`src/rtl/stream_xbar_return.sv`:
```
// Return-path router for the forward stream crossbar.
// Each target keeps an in-order FIFO of initiator indices recorded on forward
// handshakes; responses follow the FIFO head back to their initiator, where a
// round-robin arbiter with lock-in merges competing targets.

// Protocol checks for the return router.
module stream_xbar_return_chk #(
  parameter int unsigned NumInp    = 2,
  parameter int unsigned NumOut    = 2,
  parameter int unsigned DataWidth = 1,
  parameter int unsigned IdxWidth  = 1
) (
  input logic                          clk,
  input logic                          rst,
  input logic [NumOut-1:0]             req_push,
  input logic [NumOut*IdxWidth-1:0]    req_idx,
  input logic [NumOut-1:0]             req_full,
  input logic [NumOut-1:0]             rsp_valid,
  input logic [NumOut-1:0]             rsp_ready,
  input logic [NumOut*DataWidth-1:0]   rsp_data,
  input logic [NumOut-1:0]             empty
);

  for (genvar j = 0; j < NumOut; j++) begin : g_chk
    // An index field wider than needed can encode non-existent initiators.
    if ((32'd1 << IdxWidth) > NumInp) begin : g_idx
      a_idx_range: assert property (@(posedge clk) disable iff (rst)
        req_push[j] |-> (32'(req_idx[j*IdxWidth +: IdxWidth]) < NumInp))
        else $error("target %0d: pushed initiator index out of range", j);
    end

    a_no_overflow: assert property (@(posedge clk) disable iff (rst)
      !(req_push[j] && req_full[j] && !(rsp_valid[j] && rsp_ready[j])))
      else $error("target %0d: push into full ID FIFO dropped", j);

    a_stable: assert property (@(posedge clk) disable iff (rst)
      (rsp_valid[j] && !rsp_ready[j]) |=>
        (rsp_valid[j] && $stable(rsp_data[j*DataWidth +: DataWidth])))
      else $error("target %0d: response changed while stalled", j);

    a_unmatched: assert property (@(posedge clk) disable iff (rst)
      !(rsp_valid[j] && empty[j]))
      else $warning("target %0d: response with no outstanding ID", j);
  end

endmodule

module stream_xbar_return #(
  parameter int unsigned NumInp    = 2,
  parameter int unsigned NumOut    = 2,
  parameter int unsigned DataWidth = 1,
  parameter int unsigned MaxTxns   = 4,
  parameter int unsigned IdxWidth  = (NumInp > 1) ? $clog2(NumInp) : 1,
  parameter int unsigned SelWidth  = (NumOut > 1) ? $clog2(NumOut) : 1,
  parameter int unsigned CntWidth  = $clog2(MaxTxns + 1)
) (
  input  logic                          clk_i,
  input  logic                          rst_i,
  input  logic [NumOut-1:0]             req_push_i,
  input  logic [NumOut*IdxWidth-1:0]    req_idx_i,
  output logic [NumOut-1:0]             req_full_o,
  output logic [NumOut*CntWidth-1:0]    outstanding_o,
  input  logic [NumOut*DataWidth-1:0]   rsp_data_i,
  input  logic [NumOut-1:0]             rsp_valid_i,
  output logic [NumOut-1:0]             rsp_ready_o,
  output logic [NumInp*DataWidth-1:0]   rsp_data_o,
  output logic [NumInp*SelWidth-1:0]    rsp_sel_o,
  output logic [NumInp-1:0]             rsp_valid_o,
  input  logic [NumInp-1:0]             rsp_ready_i
);

  localparam int unsigned PtrWidth = (MaxTxns > 1) ? $clog2(MaxTxns) : 1;

  logic [IdxWidth-1:0] mem_r  [NumOut][MaxTxns];
  logic [PtrWidth-1:0] wptr_r [NumOut];
  logic [PtrWidth-1:0] rptr_r [NumOut];
  logic [CntWidth-1:0] cnt_r  [NumOut];

  logic [NumOut-1:0]   full_s;
  logic [NumOut-1:0]   empty_s;
  logic [NumOut-1:0]   req_s;
  logic [NumOut-1:0]   push_s;
  logic [NumOut-1:0]   pop_s;
  logic [IdxWidth-1:0] head_s [NumOut];

  logic [NumOut-1:0]   req_vec_s  [NumInp];
  logic [NumInp-1:0]   gnt_valid_s;
  logic [SelWidth-1:0] gnt_sel_s  [NumInp];
  logic [SelWidth-1:0] rr_r       [NumInp];
  logic [SelWidth-1:0] lock_sel_r [NumInp];
  logic [NumInp-1:0]   lock_r;

  // Circular pointer advance with wrap at the last FIFO slot.
  function automatic logic [PtrWidth-1:0] ptr_inc(input logic [PtrWidth-1:0] p);
    return (p == PtrWidth'(MaxTxns - 1)) ? {PtrWidth{1'b0}} : p + PtrWidth'(1);
  endfunction

  // FIFO status, head index and per-target routing request.
  always_comb begin
    for (int j = 0; j < NumOut; j++) begin
      full_s[j]  = (cnt_r[j] == CntWidth'(MaxTxns));
      empty_s[j] = (cnt_r[j] == {CntWidth{1'b0}});
      head_s[j]  = mem_r[j][rptr_r[j]];
      req_s[j]   = rsp_valid_i[j] && !empty_s[j];
      req_full_o[j] = full_s[j];
      outstanding_o[j*CntWidth +: CntWidth] = cnt_r[j];
    end
  end

  // Push is accepted when there is room or a pop frees a slot this cycle.
  always_comb begin
    for (int j = 0; j < NumOut; j++) begin
      pop_s[j]  = rsp_valid_i[j] && rsp_ready_o[j];
      push_s[j] = req_push_i[j] && (!full_s[j] || pop_s[j]);
    end
  end

  // Decode which targets are asking for each initiator.
  always_comb begin
    for (int i = 0; i < NumInp; i++) begin
      for (int j = 0; j < NumOut; j++) begin
        req_vec_s[i][j] = req_s[j] && (head_s[j] == IdxWidth'(i));
      end
    end
  end

  // Round-robin search from rr, overridden by a held grant while stalled.
  always_comb begin
    logic [SelWidth-1:0] rr_sel;
    int unsigned         cand;
    rr_sel = {SelWidth{1'b0}};
    cand   = 32'd0;
    for (int i = 0; i < NumInp; i++) begin
      gnt_valid_s[i] = |req_vec_s[i];
      rr_sel = {SelWidth{1'b0}};
      // Descending scan so the nearest requester at or after rr wins last.
      for (int k = int'(NumOut) - 1; k >= 0; k--) begin
        cand   = (32'(rr_r[i]) + 32'(k)) % NumOut;
        rr_sel = req_vec_s[i][SelWidth'(cand)] ? SelWidth'(cand) : rr_sel;
      end
      gnt_sel_s[i] = (lock_r[i] && req_vec_s[i][lock_sel_r[i]]) ? lock_sel_r[i] : rr_sel;
    end
  end

  // Combinational response outputs and back-pressure to the targets.
  always_comb begin
    rsp_data_o  = {(NumInp*DataWidth){1'b0}};
    rsp_sel_o   = {(NumInp*SelWidth){1'b0}};
    rsp_valid_o = {NumInp{1'b0}};
    rsp_ready_o = {NumOut{1'b0}};
    for (int i = 0; i < NumInp; i++) begin
      rsp_valid_o[i] = gnt_valid_s[i];
      rsp_sel_o[i*SelWidth +: SelWidth] = gnt_valid_s[i] ? gnt_sel_s[i] : {SelWidth{1'b0}};
      rsp_data_o[i*DataWidth +: DataWidth] = gnt_valid_s[i] ?
        rsp_data_i[32'(gnt_sel_s[i])*DataWidth +: DataWidth] : {DataWidth{1'b0}};
    end
    for (int j = 0; j < NumOut; j++) begin
      for (int i = 0; i < NumInp; i++) begin
        rsp_ready_o[j] = rsp_ready_o[j] |
          (req_vec_s[i][j] && gnt_valid_s[i] &&
           (gnt_sel_s[i] == SelWidth'(j)) && rsp_ready_i[i]);
      end
    end
  end

  // ID FIFO storage, pointers and occupancy.
  always_ff @(posedge clk_i or posedge rst_i) begin
    if (rst_i) begin
      for (int j = 0; j < NumOut; j++) begin
        wptr_r[j] <= {PtrWidth{1'b0}};
        rptr_r[j] <= {PtrWidth{1'b0}};
        cnt_r[j]  <= {CntWidth{1'b0}};
        for (int t = 0; t < MaxTxns; t++) begin
          mem_r[j][t] <= {IdxWidth{1'b0}};
        end
      end
    end else begin
      for (int j = 0; j < NumOut; j++) begin
        if (push_s[j]) begin
          mem_r[j][wptr_r[j]] <= req_idx_i[j*IdxWidth +: IdxWidth];
          wptr_r[j] <= ptr_inc(wptr_r[j]);
        end
        if (pop_s[j]) begin
          rptr_r[j] <= ptr_inc(rptr_r[j]);
        end
        case ({push_s[j], pop_s[j]})
          2'b10:   cnt_r[j] <= cnt_r[j] + CntWidth'(1);
          2'b01:   cnt_r[j] <= cnt_r[j] - CntWidth'(1);
          default: cnt_r[j] <= cnt_r[j];
        endcase
      end
    end
  end

  // Arbiter state: rr advances past the winner, lock holds a stalled grant.
  always_ff @(posedge clk_i or posedge rst_i) begin
    if (rst_i) begin
      for (int i = 0; i < NumInp; i++) begin
        rr_r[i]       <= {SelWidth{1'b0}};
        lock_sel_r[i] <= {SelWidth{1'b0}};
        lock_r[i]     <= 1'b0;
      end
    end else begin
      for (int i = 0; i < NumInp; i++) begin
        if (rsp_valid_o[i] && rsp_ready_i[i]) begin
          rr_r[i]   <= SelWidth'((32'(gnt_sel_s[i]) + 32'd1) % NumOut);
          lock_r[i] <= 1'b0;
        end else if (rsp_valid_o[i]) begin
          lock_r[i]     <= 1'b1;
          lock_sel_r[i] <= gnt_sel_s[i];
        end else begin
          lock_r[i] <= 1'b0;
        end
      end
    end
  end

  stream_xbar_return_chk #(
    .NumInp    (NumInp),
    .NumOut    (NumOut),
    .DataWidth (DataWidth),
    .IdxWidth  (IdxWidth)
  ) u_chk (
    .clk       (clk_i),
    .rst       (rst_i),
    .req_push  (req_push_i),
    .req_idx   (req_idx_i),
    .req_full  (full_s),
    .rsp_valid (rsp_valid_i),
    .rsp_ready (rsp_ready_o),
    .rsp_data  (rsp_data_i),
    .empty     (empty_s)
  );

endmodule

```
`config.mk`:
```
export PLATFORM = sky130hd
export DESIGN_NAME = stream_xbar_return
export DESIGN_NICKNAME = d
export VERILOG_FILES = /design/src/rtl/stream_xbar_return.sv
export SDC_FILE = /design/constraint.sdc
export NUM_CORES = 1
export LEC_CHECK = 0
export CORE_ASPECT_RATIO = 0.5
export CORE_MARGIN = 2
export CORE_UTILIZATION = 30
export CTS_BUF_LIST = sky130_fd_sc_hd__clkbuf_8 sky130_fd_sc_hd__clkbuf_16
export CTS_CLUSTER_SIZE = 28
export DETAILED_ROUTE_END_ITERATION = 10
export PLACE_DENSITY_LB_ADDON = 0.25
export SLEW_MARGIN = 15
export SYNTH_ARGS = -nofsm -noshare
export SYNTH_HDL_FRONTEND = slang
export SYNTH_HIERARCHICAL = 1
export SYNTH_SLANG_ARGS = --single-unit
```
`constraint.sdc`:
```
create_clock -name clk_i -period 3.1 [get_ports clk_i]
set_input_delay 0.62 -clock clk_i [delete_from_list [all_inputs] [get_ports clk_i]]
set_output_delay 0.62 -clock clk_i [all_outputs]
set_load 0.02 [all_outputs]
```
==> results.py <==
metrics = {
    "logic_synthesis": {
        "synth_edf_count": 0,
        "synth_area_leaders": "dfrtp_1 (40%), ha_1 (8.6%), inv_1 (5.1%)",
        "synth.net_count": 203,
        "synthCells": 177,
        "syn_avg_cell_area_um2": 9.89,
        "synthesis.area_um2": 1750,
        "ys.flop_type": "dfrtp_1",
        "ys_ff_latch": 28,
        "synth_cell_types": 34,
        "yosysSeqAreaShare": 0.400,
        "yosys_warnings": 6,
        "synth.top_cell.area_share": 0.400,
        "synth-async-reset-ratio": 1.00,
        "synth_top_area_cell": "dfrtp_1",
    },
    "layout": {
        "diodes": 0,
        "fin_nets": 243,
        "regArea_um2": 702,
        "multiInputGateArea_um2": 967,
        "n_fill_cell": 579,
        "syn_to_final_growth_pct": 30.5,
        "drive_gt1_frac": 0.153,
    },
    "worst_setup_path": {
        "r2r_cells": 10,
        "startpoint_type": "flip-flop",
        "path_max_fanout": 4,
        "rrSetupSlack_ps": 140,
        "regToRegEndpoint": "outstanding_o[2]",
        "cp.required_ps": 3280,
        "arrival_ps": 3150,
        "r2r-start": "rptr_r[0]",
        "crit_path_end_kind": "flip-flop",
        "path_class": "flip-flop to flip-flop",
    },
    "run": {
        "cap_violations": 0,
    },
    "hold_path": {
        "min_path_cells": 2,
        "hold_start": "mem_r[4]",
        "hp-class": "flip-flop to flip-flop",
        "hold_path_end": "mem_r[4]",
    },
    "clock_network": {
        "cts_setup_buffers": 0,
        "path_clk_slew_ps": 70,
        "cts_num_sinks": 28,
        "htreeDepth": 1,
        "cts_root_buf": "clkbuf_16",
        "clk_latency_ps": 260,
        "numCtsBuffers": 3,
        "ctsHoldBuffers": 0,
        "cts_resized": 3,
        "cts_tree": "yes",
        "cts_buffer_depth": 2,
    },
    "sta": {
        "post-route-min-period_ps": 2960,
        "hold_viol_final": 0,
        "setup-violations-final": 0,
        "maxSlewViolCount": 0,
        "tightest_slew_ps": 449,
        "fin_hold_ws_ps": 509,
        "final.setup_skew_ps": 1.42,
        "timing.slew.headroom": 0.698,
        "min_period_over_period": 0.956,
        "rsz0062_at_grt": "no",
        "max_freq_ghz": 0.337,
    },
    "floorplan": {
        "coreArea_um2": 5560,
        "initial_core_util": 0.315,
        "io_pins": 28,
        "die_h_um": 58.0,
        "fp.dieW_um": 112,
        "rows": 19,
        "dieArea_um2": 6500,
    },
    "route": {
        "final_antenna_net_count": 0,
        "drcViolationCount": 0,
        "drtIter0Drc": 36,
        "firstDrtPassIters": 4,
        "routedWlPerCell_um": 12.2,
        "wl_um": 3530,
        "viasPerCell": 4.75,
        "vias": 1373,
    },
    "pwr": {
        "p_leak_nw": 1.05,
        "vdd_drop_max_v": 0.000384,
        "total_power_mw": 2.47,
        "pwr_density_cell_nw_per_um2": 1080,
    },
    "placed_design": {
        "io_buffers": 27,
        "dp_hpwl_um": 2820,
        "routabilityCongestion": 0.753,
    },
    "grt": {
        "grt_pass1_vias": 1339,
        "grt_pass1_wl_um": 6240,
        "grt_usage": 0.120,
        "gr-total-overflow": 0,
        "antenna_found_initial": 0,
        "grt_start_max_net_pins": 29,
    },
    "outcome": {
        "status": "finished clean",
    },
}
[report_power, final]
part / internal [mW] / total [mW] / switching (mW) / leakage [nW]
Combinational: 0.704 / 1.43 / 0.729 / 0.673
Clock: 0.198 / 0.317 / 0.119 / 0.0442
Sequential: 0.557 / 0.718 / 0.161 / 0.336
[through the flow]
step / util / setup slack [ps] / setup TNS, ps / std cells / cell area (um^2)
global placement: 0.392 / -64.2 / -68.9 / 285 / 2180
finish: 0.410 / 135 / 0 / 289 / 2280
global route: 0.410 / 14.1 / 0 / 289 / 2280
detailed placement: 0.392 / -84.4 / -169 / 285 / 2180
floorplan: - / 293 / 0 / 177 / 1750
CTS: 0.407 / 31.5 / 0 / 289 / 2260
[synthesized netlist by cell type, types with 3 or more instances]
| library cell | count |
|---|---|
| nor2_1 | 18 |
| and2_1 | 3 |
| inv_1 | 24 |
| nand2b_1 | 4 |
| mux2_2 | 5 |
| and3_1 | 4 |
| nand3_1 | 10 |
| a31oi_1 | 4 |
| nand2_1 | 11 |
| xor2_1 | 4 |
| dfrtp_1 | 28 |
| o21ai_0 | 13 |
| mux2i_1 | 4 |
| o221ai_1 | 4 |
| ha_1 | 12 |
[worst max-delay path by stage]
| stage | start | to | slack, ps |
|---|---|---|---|
| final | rptr_r[0] | outstanding_o[2] | 140 |
| after global routing | rptr_r[0] | outstanding_o[2] | 10 |
| after CTS | rptr_r[0] | rsp_ready_o[0] | 30 |
| after detailed placement | rsp_valid_i[0] | outstanding_o[5] | -80 |
| after global placement | rsp_valid_i[0] | outstanding_o[5] | -60 |
| after floorplan | rptr_r[0] | outstanding_o[2] | 290 |
[worst max-delay path: stages (launching register included)]
cell and delay (ps):
dfrtp_1 410, mux4_2 580, or3_4 430, a22o_4 240, o21ai_4 170, ha_1 190
inv_1 50, fa_1 370, xor2_1 150, nor2_1 130, xor2_1 170
[state kept, by name, indices dropped and copies added, names as in the netlist]
name	count
lock_r	2
outstanding_o	6
wptr_r	4
rptr_r	4
lock_sel_r	2
rr_r	2
mem_r	8
[placed cells by master (no fill, tap or decap), types with 5 or more instances in the layout]
cell type / count
buf_4: 10
clkdlybuf4s50_1: 23
dfrtp_1: 27
ha_1: 12
inv_1: 24
mux2_2: 5
nand2_1: 11
nand3_1: 10
nor2_1: 18
o21ai_0: 13
[kinds of logic after synthesis]
group / synth area share
AND/OR/NAND/NOR: 0.166
AO/OA/AOI/OAI: 0.129
flip-flops: 0.400
buffers and inverters: 0.0558
multiplexers: 0.111
adder cells (fa/ha/maj): 0.109
XOR/XNOR: 0.0300
[cell type report]
cell class,instances,share of cell area
multi-input combinational,123,0.424
tap,73,0.0400
inverter,24,0.0395
clock buffer,4,0.0389
timing repair buffer,37,0.151
sequential,28,0.307
[per-layer routing]
metal	global-route usage	part of all wire	vias up
met1	0.162	0.49	672
li1	-	-	685
met5	0	0	-
met2	0.205	0.47	14
met4	0.0209	0.0076	0
met3	0.0262	0.024	2
Note: power is estimated with default switching activity, not from simulation.
